===== src/rtl/memory_pkg.sv =====
// Shared definitions for the load/store memory stage: funct3 access codes,
// mselector bit positions, FSM state encoding and store-lane helpers.
package memory_pkg;

  typedef enum logic [1:0] {
    IDLE   = 2'd0,
    ACCESS = 2'd1,
    WAIT   = 2'd2,
    FINISH = 2'd3
  } state_t;

  typedef enum logic [1:0] {
    SIZE_B = 2'd0,
    SIZE_H = 2'd1,
    SIZE_W = 2'd2
  } size_t;

  localparam logic [2:0] F3_B  = 3'b000;
  localparam logic [2:0] F3_H  = 3'b001;
  localparam logic [2:0] F3_W  = 3'b010;
  localparam logic [2:0] F3_BU = 3'b100;
  localparam logic [2:0] F3_HU = 3'b101;

  localparam int MSEL_LOAD_BIT  = 1;
  localparam int MSEL_STORE_BIT = 0;

  // Unrecognised funct3 codes fall back to a full-word access.
  function automatic size_t load_size(input logic [2:0] f3);
    case (f3)
      F3_B, F3_BU: return SIZE_B;
      F3_H, F3_HU: return SIZE_H;
      default:     return SIZE_W;
    endcase
  endfunction

  function automatic size_t store_size(input logic [2:0] f3);
    case (f3)
      F3_B:    return SIZE_B;
      F3_H:    return SIZE_H;
      default: return SIZE_W;
    endcase
  endfunction

  function automatic logic is_misaligned(input size_t sz, input logic [1:0] lo);
    case (sz)
      SIZE_H:  return lo[0];
      SIZE_W:  return |lo;
      default: return 1'b0;
    endcase
  endfunction

  function automatic logic [3:0] store_strobe(input size_t sz, input logic [1:0] lo);
    case (sz)
      SIZE_B:  return 4'b0001 << lo;
      SIZE_H:  return 4'b0011 << {lo[1], 1'b0};
      default: return 4'b1111;
    endcase
  endfunction

  function automatic logic [31:0] store_wdata(input size_t sz, input logic [31:0] sd);
    case (sz)
      SIZE_B:  return {4{sd[7:0]}};
      SIZE_H:  return {2{sd[15:0]}};
      default: return sd;
    endcase
  endfunction

endpackage


===== src/rtl/memory_load_extend.sv =====
// Combinational load lane select with sign/zero extension (little-endian).
module load_extend
  import memory_pkg::*;
(
  input  logic [31:0] rdata,
  input  logic [2:0]  funct3,
  input  logic [1:0]  lane,
  output logic [31:0] data
);

  logic [7:0]  byte_sel;
  logic [15:0] half_sel;

  always_comb begin
    byte_sel = rdata[8*lane +: 8];
    half_sel = lane[1] ? rdata[31:16] : rdata[15:0];
    case (funct3)
      F3_B:    data = {{24{byte_sel[7]}}, byte_sel};
      F3_H:    data = {{16{half_sel[15]}}, half_sel};
      F3_BU:   data = {24'd0, byte_sel};
      F3_HU:   data = {16'd0, half_sel};
      default: data = rdata;
    endcase
  end

endmodule


===== src/rtl/memory.sv =====
// Load/store memory stage: accepts one request in IDLE, drives the memory port and
// pulses done. Optional misaligned-access trap enabled by MEMORY_MISALIGN_TRAP_EN.
module memory
  import memory_pkg::*;
#(
  parameter int MEM_LATENCY = 2,
  parameter int ADDR_WIDTH  = 17
) (
  input  logic                  clk,
  input  logic                  rstn,
`ifdef MEMORY_MISALIGN_TRAP_EN
  output logic                  misalign,
`endif
  input  logic                  enable,
  output logic                  done,
  input  logic [1:0]            mselector,
  input  logic [2:0]            funct3,
  input  logic [31:0]           addr,
  input  logic [31:0]           sdata,
  input  logic [3:0]            in_wselector,
  input  logic [31:0]           in_pc,
  input  logic [31:0]           in_data,
  input  logic [4:0]            in_rd,
  output logic [3:0]            wselector,
  output logic [31:0]           pc,
  output logic [31:0]           data,
  output logic [4:0]            rd,
  output logic                  mem_en,
  output logic [3:0]            mem_we,
  output logic [ADDR_WIDTH-1:0] mem_addr,
  output logic [31:0]           mem_wdata,
  input  logic [31:0]           mem_rdata
);

  localparam logic [2:0] WAIT_INIT = 3'(MEM_LATENCY - 1);

  state_t                state_q, state_d;
  logic [2:0]            cnt_q, cnt_d;
  logic                  done_q, done_d;
  logic                  mem_en_q, mem_en_d;
  logic [3:0]            mem_we_q, mem_we_d;
  logic [ADDR_WIDTH-1:0] mem_addr_q, mem_addr_d;
  logic [31:0]           mem_wdata_q, mem_wdata_d;
  logic [3:0]            wselector_q, wselector_d;
  logic [31:0]           pc_q, pc_d;
  logic [31:0]           data_q, data_d;
  logic [4:0]            rd_q, rd_d;
  logic [2:0]            funct3_q, funct3_d;
  logic [1:0]            lane_q, lane_d;
  logic                  is_load_q, is_load_d;
  logic                  bypass_q, bypass_d;
  logic                  misalign_q, misalign_d;

  logic                  req_load, req_store, req_misal, req_bypass;
  size_t                 req_size;
  logic [31:0]           load_data;
  logic                  unused_addr_bits;

  assign unused_addr_bits = ^addr;

  assign req_load   = mselector[MSEL_LOAD_BIT];
  assign req_store  = mselector[MSEL_STORE_BIT] & ~req_load;
  assign req_size   = req_load ? load_size(funct3) : store_size(funct3);
`ifdef MEMORY_MISALIGN_TRAP_EN
  assign req_misal  = (req_load | req_store) & is_misaligned(req_size, addr[1:0]);
`else
  assign req_misal  = 1'b0;
`endif
  // A bypassed request never touches the memory port and completes in ACCESS.
  assign req_bypass = ~(req_load | req_store) | req_misal;

  load_extend u_load_extend (
    .rdata  (mem_rdata),
    .funct3 (funct3_q),
    .lane   (lane_q),
    .data   (load_data)
  );

  always_comb begin
    state_d     = state_q;
    cnt_d       = cnt_q;
    done_d      = 1'b0;
    mem_en_d    = 1'b0;
    mem_we_d    = 4'b0000;
    mem_addr_d  = mem_addr_q;
    mem_wdata_d = mem_wdata_q;
    wselector_d = wselector_q;
    pc_d        = pc_q;
    data_d      = data_q;
    rd_d        = rd_q;
    funct3_d    = funct3_q;
    lane_d      = lane_q;
    is_load_d   = is_load_q;
    bypass_d    = bypass_q;
    misalign_d  = misalign_q;
    case (state_q)
      IDLE: begin
        if (enable) begin
          state_d     = ACCESS;
          funct3_d    = funct3;
          lane_d      = addr[1:0];
          is_load_d   = req_load;
          bypass_d    = req_bypass;
          misalign_d  = req_misal;
          pc_d        = in_pc;
          rd_d        = in_rd;
          data_d      = in_data;
          wselector_d = req_misal ? 4'b0000 : in_wselector;
          mem_addr_d  = addr[ADDR_WIDTH+1:2];
          done_d      = req_bypass;
          mem_en_d    = ~req_bypass;
          if (req_store && !req_bypass) begin
            mem_we_d    = store_strobe(req_size, addr[1:0]);
            mem_wdata_d = store_wdata(req_size, sdata);
          end
        end
      end
      ACCESS: begin
        if (bypass_q) begin
          state_d = IDLE;
        end else if (is_load_q) begin
          cnt_d   = WAIT_INIT;
          state_d = WAIT;
        end else begin
          done_d  = 1'b1;
          state_d = FINISH;
        end
      end
      WAIT: begin
        if (cnt_q == 3'd0) begin
          data_d  = load_data;
          done_d  = 1'b1;
          state_d = FINISH;
        end else begin
          cnt_d = cnt_q - 3'd1;
        end
      end
      default: begin
        state_d = IDLE;
      end
    endcase
  end

  always_ff @(posedge clk or negedge rstn) begin
    if (!rstn) begin
      state_q     <= IDLE;
      cnt_q       <= 3'd0;
      done_q      <= 1'b0;
      mem_en_q    <= 1'b0;
      mem_we_q    <= 4'b0000;
      mem_addr_q  <= '0;
      mem_wdata_q <= 32'd0;
      wselector_q <= 4'b0000;
      pc_q        <= 32'd0;
      data_q      <= 32'd0;
      rd_q        <= 5'd0;
      funct3_q    <= 3'd0;
      lane_q      <= 2'd0;
      is_load_q   <= 1'b0;
      bypass_q    <= 1'b0;
      misalign_q  <= 1'b0;
    end else begin
      state_q     <= state_d;
      cnt_q       <= cnt_d;
      done_q      <= done_d;
      mem_en_q    <= mem_en_d;
      mem_we_q    <= mem_we_d;
      mem_addr_q  <= mem_addr_d;
      mem_wdata_q <= mem_wdata_d;
      wselector_q <= wselector_d;
      pc_q        <= pc_d;
      data_q      <= data_d;
      rd_q        <= rd_d;
      funct3_q    <= funct3_d;
      lane_q      <= lane_d;
      is_load_q   <= is_load_d;
      bypass_q    <= bypass_d;
      misalign_q  <= misalign_d;
    end
  end

  assign done      = done_q;
  assign mem_en    = mem_en_q;
  assign mem_we    = mem_we_q;
  assign mem_addr  = mem_addr_q;
  assign mem_wdata = mem_wdata_q;
  assign wselector = wselector_q;
  assign pc        = pc_q;
  assign data      = data_q;
  assign rd        = rd_q;
`ifdef MEMORY_MISALIGN_TRAP_EN
  assign misalign  = misalign_q;
`else
  logic unused_misalign;
  assign unused_misalign = misalign_q;
`endif

endmodule


===== config.mk =====
export PLATFORM = sky130hd
export DESIGN_NAME = memory
export DESIGN_NICKNAME = d
export VERILOG_FILES = /design/src/rtl/memory_pkg.sv /design/src/rtl/memory_load_extend.sv /design/src/rtl/memory.sv
export SDC_FILE = /design/constraint.sdc
export NUM_CORES = 1
export LEC_CHECK = 0
export CAP_MARGIN = 15
export CORE_MARGIN = 2
export CORE_UTILIZATION = 38
export DETAILED_ROUTE_END_ITERATION = 10
export PLACE_DENSITY = 0.8
export REMOVE_ABC_BUFFERS = 1
export SLEW_MARGIN = 20
export SYNTH_ARGS = -nofsm -noshare
export SYNTH_HDL_FRONTEND = slang
export SYNTH_SLANG_ARGS = --single-unit

===== constraint.sdc =====
create_clock -name clk -period 1.82 [get_ports clk]
set_input_delay 0.364 -clock clk [delete_from_list [all_inputs] [get_ports clk]]
set_output_delay 0.364 -clock clk [all_outputs]
set_load 0.05 [all_outputs]

# Word level (Yosys, flattened, before mapping)
# Index checks and enable logic that the tools add are counted.
[op_classes] n_addsub=1 eq_ne=14 n_shift=3 muxes=29 bitwise=4 reduce_logical=15
[op_table] operator="$pmux W32 S2" n=2
[op_table] operator="$pmux W32 S4" n=1
[op_table] operator="$mux W32" n=2
[op_table] operator="$shiftx A32 B6 Y8" n=1
[op_table] operator="$mux W16" n=1
[op_table] operator="$eq A3 B3 Y1 const B" n=4
[op_table] operator="$mux W4" n=3
[op_table] operator="$ne A2 B2 Y1 const B" n=5
[op_table] operator="$logic_not A3 Y1" n=3
[op_table] operator="$mux W3" n=3
[op_table] operator="$mux W2" n=4
[op_table] operator="$pmux W2 S2" n=2
[op_table] operator="$pmux W4 S2" n=1
[op_table] operator="$mux W1" n=7
[op_table] operator="$eq A3 B1 Y1 const B" n=2
[op_table] operator="$pmux W2 S3" n=1
[op_table] operator="$pmux W3 S2" n=1
[op_table] operator="$reduce_and A3 Y1" n=2
[op_table] operator="$eq A2 B1 Y1 const B" n=2
[op_table] operator="$logic_not A2 Y1" n=2
[op_table] operator="$reduce_and A2 Y1" n=2
[op_table] operator="$reduce_and A4 Y1" n=1
[op_table] operator="$reduce_bool A2 Y1" n=2
[op_table] operator="$reduce_or A2 Y1" n=2
[op_table] operator="9 further kinds" n=10
[word_totals] register_bits=140 in_bits=177 output_inout_bits=128 word_cells=81

# Longest topological paths before layout
# Gate-level depths: netlist of the first run.
[logic_depth] depth_word=9 ltp_mapped=9 depth_no_buf=7

# Cells and area by module
# A second synthesis of the first run with hierarchy kept.
[unflattened] cells_unflattened=572 hier_area_um2=6912.9
[modules_own_cells] module="memory" n_inst=1 cells_per_inst=454 area_per_inst_um2=6152.2 seq_area_each_um2=3503.4
[modules_own_cells] module="load_extend" n_inst=1 cells_per_inst=118 area_per_inst_um2=760.7 seq_area_each_um2=0.0

# Worst setup path before layout of the first run
# OpenSTA, ideal clock, no wires.
[synth_path] path_type="reg-to-reg" from="reg cnt_q[0]" to="reg data_q[10] (netlist: data[10])" setup_ns=0.126 t_arrival_ns=1.599 required_ns=1.694 path_slack_ns=0.095 path_stages_with_launch=9 n_path_buf=2 period_less_slack_ns=1.725 path_cell_list="dfrtp_1 -> inv_1 -> ha_1 -> ha_1 -> mux2i_1 -> or2_1 -> buf_2 -> buf_6 -> a221o_1"
[synth_between] elab_chain_cells=3
[synth_rtl] item="from (decl)" line="memory.sv:38" text="logic [2:0] cnt_q, cnt_d;"
[synth_rtl] item="from (signal assigned)" line="memory.sv:164" text="cnt_q <= cnt_d;"
[synth_rtl] item="$logic_not A3 Y1" line="memory.sv:130" text="if (cnt_q == 3'd0) begin"
[synth_rtl] item="$ne A2 B2 Y1 (no source line)"
[synth_rtl] item="$reduce_and A3 Y1 (no source line)"
[synth_rtl] item="to (signal assigned)" line="memory.sv:172" text="data_q <= data_d;"
[synth_rtl] item="to (decl)" line="memory.sv:46" text="logic [31:0] data_q, data_d;"
# No other way between the ends.
# A chain may end at the register's enable or synchronous reset.

# Final worst setup path of the first run
[layout_path] from="reg cnt_q[1]" to="reg data_q[29] (netlist: data[29])"
# Same word-level chain as after synthesis.

==> results of run 1 <==
==> timing repair <==
item                                   in CTS  in global routing
cloned                                      0                  1
setup endpoints to repair                  15                 26
resized for setup                           1                 26
buffers inserted                            2                  2
hold buffers                                1                  0
endpoints found under the hold margin      39                  0
pin swaps                                   0                 11
==> per-stage QoR <==
stage,instance area [µm²],instances,TNS (ps)
after global placement,9620,1090,-16700
final,10400,1129,0
after global routing,10400,1129,-429
after detailed placement,9620,1090,-17410
after floorplan,6270,535,-160330
after CTS,10200,1125,-17.1
==> registers in the layout, indices dropped and copies added (netlist names) <==
signal	flops
data	32
mem_wdata	32
pc	32
mem_addr	17
rd	5
mem_we	4
wselector	4
cnt_q	3
funct3_q	3
lane_q	2
state_q	2
bypass_q	1
done	1
is_load_q	1
mem_en	1
==> layout make-up <==
cell class | instances | area [µm²]
antenna | 1 | 2.50
clock buffer | 17 | 425
clock inverter | 15 | 151
fill | 1368 | 6240
inverter | 16 | 60.1
multi-input combinational | 379 | 2830
sequential | 140 | 3500
tap | 220 | 275
timing repair buffer | 341 | 3150
==> worst max-delay path, stage by stage, from the launching register on <==
cell	delay (ps)
dfrtp_1	370
inv_1	60
ha_2	180
ha_4	130
mux2i_1	70
buf_4	160
nor2_4	160
clkbuf_16	190
buf_8	120
nor2_2	40
a211oi_2	190
==> synth_stat cells (all sizes together) (2+ instances only) <==
master     n
and3       9
dfrtp    140
clkbuf    17
ha         2
o32ai      7
mux2i     26
inv       15
nand2     67
a21oi     40
o21bai     2
a211oi    17
mux2      81
nor2b      4
nand2b     4
o2bb2ai    3
buf       26
a311oi     7
or3        7
a221o      8
nor3      16
o21ai     39
nor2      30
==> logic make-up (layout without fill, tap and decap cells) <==
| family | count (synthesis) | in the layout |
|---|---|---|
| simple gates | 144 | 144 |
| other cells | 0 | 1 |
| buf+inv | 59 | 389 |
| mux | 108 | 108 |
| fa+ha+maj | 2 | 2 |
| flops | 140 | 140 |
| compound gates | 125 | 125 |
==> power breakdown <==
part           internal [mW]  switching, mW
Sequential              4.66          0.968
Combinational           4.60           8.19
Clock                   1.93           1.52
==> worst paths after layout <==
check                          endpoint  slack [ps]  depth (start not counted)
min in group clk           mem_wdata[5]         480                          2
setup / recovery               data[29]          40                         10
max in group asynchronous         pc[0]         790                          3
hold reg to reg            mem_wdata[5]         480                          2
hold / removal                  data[5]         440                          2
setup reg to reg               data[29]          40                         10
==> layer usage <==
metal	vias up	track usage [%]	share of wire, %
met4	0	7.54	2.5
met3	45	9.16	11
met5	-	0	0
met2	297	37.6	50
li1	2694	-	-
met1	2761	26.0	37
==> cell usage in the layout (no fill, tap or decap), drive strengths merged, types with 2 or more instances in the layout <==
| cell type | instances |
|---|---|
| nand2 | 67 |
| o2bb2ai | 3 |
| clkdlybuf4s50 | 162 |
| dfrtp | 140 |
| ha | 2 |
| nand2b | 4 |
| inv | 23 |
| clkinv | 6 |
| mux2 | 81 |
| buf | 177 |
| mux2i | 26 |
| a221o | 8 |
| nor2b | 4 |
| o32ai | 7 |
| clkbuf | 18 |
| a21oi | 40 |
| and3 | 9 |
| nor3 | 16 |
| a311oi | 7 |
| nor2 | 30 |
| a211oi | 17 |
| o21bai | 2 |
| o21ai | 39 |
| or3 | 7 |
==> impl_results.md, run 1 <==
* Post-synth EDFFs at 0
* WL per Instance at 18.2 µm
* FFs w/ async S/R, synth at 100%
* Ports at 305
* Status: completed
* Rel. slew slack at 70.3%
* Avg Cell Area, Syn at 11.3 µm²
* First-pass DRT Iterations at 4
* First-pass GRT wire length at 31,700 µm
* Compound-Gate Fraction of Synth Area at 12.7%
* Worst-path clk slew at 60 ps
* Clock Skew at 7.77 ps
* F_max at 0.561 GHz
* Main synth FF type: dfrtp_1
* Maxcap violations at 0
* RSZ-0062 raised after global routing: true
* Antenna Violating Nets Remaining at 0
* Core area at 16,600 µm²
* PwrDens at 2100 nW/µm²
* Mapped Cells at 578
* Total Routing Usage GR at 22.4%
* Register area share after synthesis at 53.8%
* Multiplexer share of the synthesized area at 18.4%
* H-tree depth at 4
* # rows at 47
* Total number of vias at 5,797
* Worst min path class: input port to asynchronous set/reset pin
* Remaining DRCs at 0
* Worst Setup Path Type: flop to flop
* Main combinational cell family by area after synthesis: multiplexers
* Crit path time final at 1780 ps
* Period utilisation layout at 97.9%
* Hold Vio Cnt, Final at 0
* Place WS at -285 ps
* Layout Utilization at 62.5%
* Startpoint types: flop
* Final GP Congestion at 0.824
* Bufs on Longest Clock Path at 2
* Initial DRC Count at 237
* Initial antenna violation count at 1
* Layout area overhead at 59.7%
* Nets at 1,074
* Routed wire length at 20,600 µm
* Final setup vio count at 0
* Mapped Area at 6510 µm²
* Post-Synth Simple-Gate Area at 10.1%
* Clock sink count at 140
* Setup crit end kind: flop
* Clk root buf: clkbuf_16
* Reg2reg start: cnt_q[1]
* Worst setup path startpoint: cnt_q[1]
* Total gr overflow at 0
* WP data required at 2160 ps
* Chip height at 135 µm
* Leakage power at 4.61 nW
* Top-area cell type share of the netlist area at 53.8%
* DPL Wire Length at 15,100 µm
* Vias/cell at 5.13
* WHS at 442 ps
* Synth unique cells at 40
* Largest net degree at the start of global routing at 61
* Synth Area in Adders at 0.384%
* Share of layout cells above drive strength 1 at 35.6%
* Vias in the first global route at 5,954
* YS warnings at 0
* Yosys reg bits at 140
* Die extent in x at 135 µm
* Starting Density at 39.1%
* Worst VDD drop at 1290 µV
* Overall power at 21.9 mW
* Clk Latency, worst-skew pair at 430 ps
* CTS Buf Count at 17
* Slew Limit Fails at 0
* Port Buffer Count at 291
* Leading area contributor after synthesis: dfrtp_1
* Largest cells by area after synthesis: dfrtp_1 (54%), mux2_2 (14%), mux2i_1 (4.0%), nand2_1 (3.9%), a21oi_1 (3.1%)
* Setup ws final at 38.1 ps
* Post-synthesis xor/xnor area fraction at 0%
* Critical-path maximum fanout at 8
* WP data arrival at 2120 ps
* CTS tree: built
* Worst Max-Slew Pin Slew at 445 ps
* Die Area at 18,200 µm²
Note: power is estimated with default switching activity, not from simulation.
==> run 2: changes to the inputs <==
Settings changed: CAP_MARGIN 15 to 20.
==> results of run 2 <==
Final layout, timing and power as in run 1 (identical DEF).
